### config.mk
export PLATFORM = sky130hd
export DESIGN_NAME = alu_rr_arbiter_flat
export DESIGN_NICKNAME = d
export VERILOG_FILES = /design/src/rtl/alu_arb_pkg.sv /design/src/rtl/alu_rr_arbiter_if.sv /design/src/rtl/alu_rr_arbiter_rr_pick.sv /design/src/rtl/alu_rr_arbiter.sv /design/src/flat_wrapper.sv
export SDC_FILE = /design/constraint.sdc
export NUM_CORES = 1
export LEC_CHECK = 0
export ABC_AREA = 1
export BUFFER_PORTS_ARGS = -buffer_cell sky130_fd_sc_hd__buf_2
export CAP_MARGIN = 20
export CORE_ASPECT_RATIO = 0.8
export CORE_MARGIN = 3
export CORE_UTILIZATION = 51
export CTS_CLUSTER_SIZE = 14
export DETAILED_ROUTE_END_ITERATION = 7
export MAX_ROUTING_LAYER = met4
export PLACE_DENSITY_LB_ADDON = 0.3
export SLEW_MARGIN = 40
export SYNTH_ARGS = -nofsm -noshare
export SYNTH_HDL_FRONTEND = slang
export SYNTH_SLANG_ARGS = --single-unit
### constraint.sdc
create_clock -name clk -period 6.8 [get_ports clk]
set_input_delay 1.36 -clock clk [delete_from_list [all_inputs] [get_ports clk]]
set_output_delay 1.36 -clock clk [all_outputs]
set_load 0.005 [all_outputs]
### src/rtl/alu_arb_pkg.sv
// Shared FSM state type and ALU opcode constants for the round-robin ALU arbiter.
package alu_arb_pkg;

    localparam int OP_W = 3;

    typedef enum logic [1:0] {
        IDLE  = 2'd0,
        ISSUE = 2'd1,
        WAIT  = 2'd2,
        RESP  = 2'd3
    } state_t;

    // Opcodes are forwarded to the ALU untouched; these names are for users of the block.
    localparam logic [OP_W-1:0] OP_ADD  = 3'd0;
    localparam logic [OP_W-1:0] OP_SUB  = 3'd1;
    localparam logic [OP_W-1:0] OP_AND  = 3'd2;
    localparam logic [OP_W-1:0] OP_OR   = 3'd3;
    localparam logic [OP_W-1:0] OP_XOR  = 3'd4;
    localparam logic [OP_W-1:0] OP_SHL  = 3'd5;
    localparam logic [OP_W-1:0] OP_SHR  = 3'd6;
    localparam logic [OP_W-1:0] OP_PASS = 3'd7;

endpackage

### src/rtl/alu_rr_arbiter_if.sv
// Requester-side and ALU-side signal bundle of the arbiter; slave = arbiter, master = environment.
interface alu_rr_arbiter_if #(
    parameter int NUM_REQ = 4,
    parameter int WIDTH   = 8
);
    import alu_arb_pkg::*;

    logic [NUM_REQ-1:0]         req_valid;
    logic [NUM_REQ*WIDTH-1:0]   req_a;
    logic [NUM_REQ*WIDTH-1:0]   req_b;
    logic [NUM_REQ*OP_W-1:0]    req_op;
    logic [NUM_REQ-1:0]         req_ready;
    logic [NUM_REQ-1:0]         resp_valid;
    logic [WIDTH-1:0]           resp_result;
    logic                       resp_err;
    logic                       busy;
    logic                       alu_valid;
    logic [WIDTH-1:0]           alu_a;
    logic [WIDTH-1:0]           alu_b;
    logic [OP_W-1:0]            alu_op;
    logic [WIDTH-1:0]           alu_result;
    logic                       alu_ready;

    modport slave (
        input  req_valid, req_a, req_b, req_op, alu_result, alu_ready,
        output req_ready, resp_valid, resp_result, resp_err, busy,
               alu_valid, alu_a, alu_b, alu_op
    );

    modport master (
        output req_valid, req_a, req_b, req_op, alu_result, alu_ready,
        input  req_ready, resp_valid, resp_result, resp_err, busy,
               alu_valid, alu_a, alu_b, alu_op
    );

endinterface

### src/rtl/alu_rr_arbiter_rr_pick.sv
// Combinational round-robin picker: first set request at or above ptr, wrapping to 0.
module rr_pick #(
    parameter int NUM_REQ = 4,
    parameter int IDX_W   = $clog2(NUM_REQ)
) (
    input  logic [NUM_REQ-1:0] req,
    input  logic [IDX_W-1:0]   ptr,
    output logic [NUM_REQ-1:0] grant,
    output logic [IDX_W-1:0]   idx,
    output logic               any_req
);

    localparam logic [IDX_W:0] LIMIT = (IDX_W+1)'(NUM_REQ);

    always_comb begin
        logic [IDX_W:0] cand;
        // NOTE: every output gets a default before the loop so no path leaves one unassigned (no latch).
        grant   = '0;
        idx     = '0;
        any_req = 1'b0;
        cand    = '0;
        for (int i = 0; i < NUM_REQ; i++) begin
            // ptr < NUM_REQ, so one conditional subtract implements the wrap.
            cand = {1'b0, ptr} + (IDX_W+1)'(i);
            if (cand >= LIMIT) begin
                cand = cand - LIMIT;
            end
            if (!any_req && req[cand[IDX_W-1:0]]) begin
                any_req                 = 1'b1;
                grant[cand[IDX_W-1:0]]  = 1'b1;
                idx                     = cand[IDX_W-1:0];
            end
        end
    end

endmodule

### src/rtl/alu_rr_arbiter.sv
// Round-robin sharing of one ALU among NUM_REQ requesters, one operation in flight.
// Optional WAIT-state watchdog enabled by defining ALU_ARB_TIMEOUT_EN.
module alu_rr_arbiter
    import alu_arb_pkg::*;
#(
    parameter int NUM_REQ        = 4,
    parameter int WIDTH          = 8,
    parameter int TIMEOUT_CYCLES = 64
) (
    input  logic             clk,
    input  logic             rst,
    alu_rr_arbiter_if.slave  bus
);

    localparam int               IDX_W    = $clog2(NUM_REQ);
    localparam logic [IDX_W-1:0] LAST_IDX = IDX_W'(NUM_REQ - 1);

    if (NUM_REQ < 2 || NUM_REQ > 16 || TIMEOUT_CYCLES < 1) begin : g_bad_params
        $error("alu_rr_arbiter: NUM_REQ must be 2..16 and TIMEOUT_CYCLES >= 1");
    end

    state_t               state;
    state_t               state_next;
    logic [IDX_W-1:0]     ptr;
    logic [IDX_W-1:0]     gnt_idx;
    logic [NUM_REQ-1:0]   pick_grant;
    logic [IDX_W-1:0]     pick_idx;
    logic                 pick_any;
    logic [WIDTH-1:0]     a_q;
    logic [WIDTH-1:0]     b_q;
    logic [OP_W-1:0]      op_q;
    logic [WIDTH-1:0]     result_q;
    logic                 expired;
    logic [NUM_REQ-1:0]   req_ready;
    logic [NUM_REQ-1:0]   resp_valid;
    logic                 alu_valid;
    logic                 busy;

    rr_pick #(
        .NUM_REQ (NUM_REQ),
        .IDX_W   (IDX_W)
    ) u_pick (
        .req     (bus.req_valid),
        .ptr     (ptr),
        .grant   (pick_grant),
        .idx     (pick_idx),
        .any_req (pick_any)
    );

`ifdef ALU_ARB_TIMEOUT_EN
    localparam int CNT_W = $clog2(TIMEOUT_CYCLES + 1);

    logic [CNT_W-1:0] wait_cnt;
    logic             err_q;

    // Cleared in ISSUE so the count starts at zero on the first WAIT cycle.
    always_ff @(posedge clk) begin
        if (rst) begin
            wait_cnt <= '0;
        end else if (state == ISSUE) begin
            wait_cnt <= '0;
        end else if (state == WAIT) begin
            wait_cnt <= wait_cnt + 1'b1;
        end
    end

    // A result arriving in the expiry cycle takes precedence over the timeout.
    assign expired = (state == WAIT) && !bus.alu_ready &&
                     (wait_cnt == CNT_W'(TIMEOUT_CYCLES - 1));

    always_ff @(posedge clk) begin
        if (rst) begin
            err_q <= 1'b0;
        end else if (state == WAIT) begin
            if (bus.alu_ready) begin
                err_q <= 1'b0;
            end else if (expired) begin
                err_q <= 1'b1;
            end
        end
    end

    assign bus.resp_err = err_q;
`else
    assign expired      = 1'b0;
    assign bus.resp_err = 1'b0;
`endif

    // NOTE: sequential state uses non-blocking assignments so every register samples pre-edge values.
    always_ff @(posedge clk) begin
        if (rst) begin
            state <= IDLE;
        end else begin
            state <= state_next;
        end
    end

    always_comb begin
        state_next = state;
        req_ready  = '0;
        resp_valid = '0;
        alu_valid  = 1'b0;
        busy       = 1'b1;
        case (state)
            IDLE: begin
                busy = 1'b0;
                if (!rst) begin
                    req_ready = pick_grant;
                end
                if (pick_any) begin
                    state_next = ISSUE;
                end
            end
            ISSUE: begin
                alu_valid  = 1'b1;
                state_next = WAIT;
            end
            WAIT: begin
                if (bus.alu_ready || expired) begin
                    state_next = RESP;
                end
            end
            RESP: begin
                resp_valid[gnt_idx] = 1'b1;
                state_next          = IDLE;
            end
            default: state_next = IDLE;
        endcase
    end

    // Capture on accept, latch the ALU answer in WAIT, advance the pointer only after responding.
    always_ff @(posedge clk) begin
        if (rst) begin
            ptr      <= '0;
            gnt_idx  <= '0;
            a_q      <= '0;
            b_q      <= '0;
            op_q     <= '0;
            result_q <= '0;
        end else begin
            case (state)
                IDLE: begin
                    if (pick_any) begin
                        gnt_idx <= pick_idx;
                        a_q     <= bus.req_a[pick_idx*WIDTH +: WIDTH];
                        b_q     <= bus.req_b[pick_idx*WIDTH +: WIDTH];
                        op_q    <= bus.req_op[pick_idx*OP_W +: OP_W];
                    end
                end
                WAIT: begin
                    if (bus.alu_ready) begin
                        result_q <= bus.alu_result;
                    end else if (expired) begin
                        result_q <= '0;
                    end
                end
                RESP: begin
                    ptr <= (gnt_idx == LAST_IDX) ? '0 : gnt_idx + 1'b1;
                end
                default: ;
            endcase
        end
    end

    assign bus.req_ready   = req_ready;
    assign bus.resp_valid  = resp_valid;
    assign bus.resp_result = result_q;
    assign bus.busy        = busy;
    assign bus.alu_valid   = alu_valid;
    assign bus.alu_a       = a_q;
    assign bus.alu_b       = b_q;
    assign bus.alu_op      = op_q;

endmodule

### src/flat_wrapper.sv
// flat-port wrapper written by rule: the top's interface ports become plain ports
module alu_rr_arbiter_flat import alu_arb_pkg::*;
#(
    parameter int NUM_REQ        = 4,
    parameter int WIDTH          = 8,
    parameter int TIMEOUT_CYCLES = 64
)
  (clk, rst, bus_req_valid, bus_req_a, bus_req_b, bus_req_op, bus_alu_result, bus_alu_ready, bus_req_ready, bus_resp_valid, bus_resp_result, bus_resp_err, bus_busy, bus_alu_valid, bus_alu_a, bus_alu_b, bus_alu_op);
  alu_rr_arbiter_if #(.NUM_REQ(NUM_REQ), .WIDTH(WIDTH)) bus_i ();
  input  logic clk;
  input  logic rst;
  input wire logic [$bits(bus_i.req_valid)-1:0] bus_req_valid;
  input wire logic [$bits(bus_i.req_a)-1:0] bus_req_a;
  input wire logic [$bits(bus_i.req_b)-1:0] bus_req_b;
  input wire logic [$bits(bus_i.req_op)-1:0] bus_req_op;
  input wire logic [$bits(bus_i.alu_result)-1:0] bus_alu_result;
  input wire logic [$bits(bus_i.alu_ready)-1:0] bus_alu_ready;
  output wire logic [$bits(bus_i.req_ready)-1:0] bus_req_ready;
  output wire logic [$bits(bus_i.resp_valid)-1:0] bus_resp_valid;
  output wire logic [$bits(bus_i.resp_result)-1:0] bus_resp_result;
  output wire logic [$bits(bus_i.resp_err)-1:0] bus_resp_err;
  output wire logic [$bits(bus_i.busy)-1:0] bus_busy;
  output wire logic [$bits(bus_i.alu_valid)-1:0] bus_alu_valid;
  output wire logic [$bits(bus_i.alu_a)-1:0] bus_alu_a;
  output wire logic [$bits(bus_i.alu_b)-1:0] bus_alu_b;
  output wire logic [$bits(bus_i.alu_op)-1:0] bus_alu_op;
  assign bus_i.req_valid = bus_req_valid;
  assign bus_i.req_a = bus_req_a;
  assign bus_i.req_b = bus_req_b;
  assign bus_i.req_op = bus_req_op;
  assign bus_i.alu_result = bus_alu_result;
  assign bus_i.alu_ready = bus_alu_ready;
  assign bus_req_ready = bus_i.req_ready;
  assign bus_resp_valid = bus_i.resp_valid;
  assign bus_resp_result = bus_i.resp_result;
  assign bus_resp_err = bus_i.resp_err;
  assign bus_busy = bus_i.busy;
  assign bus_alu_valid = bus_i.alu_valid;
  assign bus_alu_a = bus_i.alu_a;
  assign bus_alu_b = bus_i.alu_b;
  assign bus_alu_op = bus_i.alu_op;
  alu_rr_arbiter #(.NUM_REQ(NUM_REQ), .WIDTH(WIDTH), .TIMEOUT_CYCLES(TIMEOUT_CYCLES)) u_core (.clk(clk), .rst(rst), .bus(bus_i));
endmodule
==> metrics.yaml <==
p_sw_share_pct: 51.0
ctsResizeCount: 0
drv_cap: 0
fmax_mhz: 241
postCtsSetupBuffers: 0
internal_power_w: 0.000618
worst_ir_drop_vdd_mv: 0.222
routabilityCongestion: 0.932
max_slew.worst_pin.slew_ps: 730
period_minus_slack_ps: 4150
status: "completed"
worst_setup_path_start_kind: "register"
port_buffers: 127
cts_tree: "built"
num_antenna_cells: 0
synth_common_cells: "nand2_1, nor2_1, inv_1"
holdPathStages: 2
cts_made_buffers: 5
holdWs_ps: 483
p_clk_share_pct: 11.8
met1_length_um: 3400
clk_latency_ps: 290
synth_edf_count: 0
synth_ff_type: "dfxtp_1"
pin_count: 129
r2r_cells: 14
skew_ps: 8.99
cts_sinks: 33
pwr-share-seq_pct: 24.7
final_nets: 665
nFillCells: 493
synth-warning-count: 0
synthArstFlopShare_pct: 0
powerDensity_nw_per_um2: 370
wl_per_cell_um: 12.1
finalHoldViolCount: 0
p_sw_w: 0.000644
grt_pass1_vias: 2778
hold_path.class: "register to register"
cts-root-buf: "clkbuf_8"
hpwl_um: 5770
timing.final.crit_share_pct: 61.1
worstHoldStart: "u_core.bus.resp_result[7]"
hold_end: "u_core.bus.resp_result[7]"
yosysMostFrequentCell: "nand2_1"
drtPass1Iterations: 4
synth_area_leader_cell: "dfxtp_1"
dr.first_iter.drc_count: 154
finalPower_w: 0.00126
cp_max_fo: 15
num_vias: 3045
syn_area_per_cell_um2: 6.20
dpl_cell_area_um2: 3320
critPathKind: "register to output pin"
areaGrowthSynthToFinish_pct: 24.2
antenna_left: 0
r2r_setup_slack_ps: 3440
grt_pass1_wl_um: 12100
route.met3.wl_um: 534
finalSetupViolations: 0
grt_start_max_net_pins: 44
highest_layer: "met4"
seq_area_frac_synth_pct: 24.1
synth_cell_types: 33
cp.arrival_ps: 2790
leakage_nw: 2.01
synth.top_cell.area_share_pct: 24.1
worstSetupStartpoint: "u_core.ptr[0]"
synthesis.nets: 550
die_h_um: 71.6
cp.required_ps: 5440
r2r-start: "u_core.ptr[0]"
grt_antenna_before_repair: 0
initial_core_util_pct: 53.9
ys_ff_latch: 33
syn_area_um2: 2750
globalRouteOverflowTotal: 0
core_area_um2: 5090
die-area_um2: 6300
rsz0062_at_grt: "false"
groute.usage.overall_pct: 24.4
routed_wl_um: 7530
p_comb_share_pct: 63.5
die_w_um: 88.0
clock_path_buffers: 2
viasPerCell: 4.90
tns_ps: 0
synthCells: 443
drc_errors: 0
met2_length_um: 3530
r2r_end: "u_core.bus.alu_a[0]"
post-route-util_pct: 67.0
synthTopCellsByArea: "dfxtp_1, nand2_1, nor2_1"
h-tree-depth: 2
path_clk_slew_ps: 70
std_cell_rows: 23
ctsHoldBuffers: 0
maxSlewViolCount: 0
maxSlewHeadroom_pct: 51.3
fin_area_um2: 3410
worstSetupEndpointType: "output pin"
drive_gt1_share_pct: 30.2
-- per-stage QoR --
stage	worst slack, ps	std cells
2_1_floorplan	3210	443
3_3_place_gp	2910	613
3_5_place_dp	2850	613
4_1_cts	2650	621
5_1_grt	2460	621
6_report	2650	621
-- registers in the layout, summed over array words and instances (netlist names) --
name                    flops
u_core.state                2
u_core.gnt_idx              2
u_core.bus.resp_result      8
u_core.bus.alu_a            8
u_core.bus.alu_op           3
u_core.bus.alu_b            8
u_core.ptr                  2
-- critical path: stages (launching register included) --
cell and delay [ps]:
dfxtp_1 790, inv_2 240, ha_1 410, inv_1 130, nand3_2 110, nand2_4 140
nand2_4 80, nor2_1 210, nand2_1 90, o2111ai_1 100, nand2_1 70, inv_1 50
buf_2 100
-- cell usage in the layout (no fill, tap or decap), types with 3 or more instances in the layout --
cell type	synthesis	layout
clkbuf_8	0	5
a21oi_1	14	14
nand3_2	3	3
dfxtp_1	33	33
nand2_4	9	9
inv_1	53	53
nand3b_1	7	7
nand3_1	31	31
buf_2	5	127
inv_4	3	3
ha_1	16	16
o2111ai_1	4	4
nor2_4	3	3
nand2_1	128	128
o21ai_0	12	12
nand2_2	7	7
nor2_1	87	87
-- worst max path at each step --
stage	slack [ps]	end
2_1_floorplan	3210	bus_req_ready[2]
3_3_place_gp	2910	bus_req_ready[2]
3_5_place_dp	2850	bus_req_ready[2]
4_1_cts	2650	bus_req_ready[2]
5_1_grt	2460	bus_req_ready[1]
6_report	2650	bus_req_ready[2]
-- power by group through the flow --
stage,registers (W),clock network [W],logic [W]
after CTS,0.000312,0.000153,0.000805
final,0.000312,0.000149,0.000801
after floorplan,0.000313,0,0.000641
after global placement,0.000313,0,0.000781
after global routing,0.000321,0.000161,0.000919
after detailed placement,0.000316,0,0.000802
-- cell families (layout without fill, tap and decap cells) --
kind of cell               Yosys count  after routing  synth area share [%]
adders and majority gates           16             16                  7.29
DFF                                 33             33                  24.1
other                                1              1                 0.137
buffers and inverters               77            193                  13.3
and+or+nand+nor                    280            280                  47.2
AOI/OAI and AO/OA                   36             36                  8.07
-- routing by layer --
metal | vias up | GRT usage, %
li1 | 1580 | -
met1 | 1335 | 29.9
met2 | 122 | 40.8
met3 | 8 | 4.60
met4 | 0 | 7.55
met5 | - | -
-- cell type report --
type / count / area (um2) / share of cell area [%]
repair buffers: 127 / 636 / 18.6
inverters: 58 / 230 / 6.75
clock inverters: 3 / 17.5 / 0.514
multi-input cells: 333 / 1720 / 50.4
clock buffers: 5 / 68.8 / 2.02
flip-flops and latches: 33 / 661 / 19.4
well taps: 62 / 77.6 / 2.27
Power figures use the tool's default switching activity.
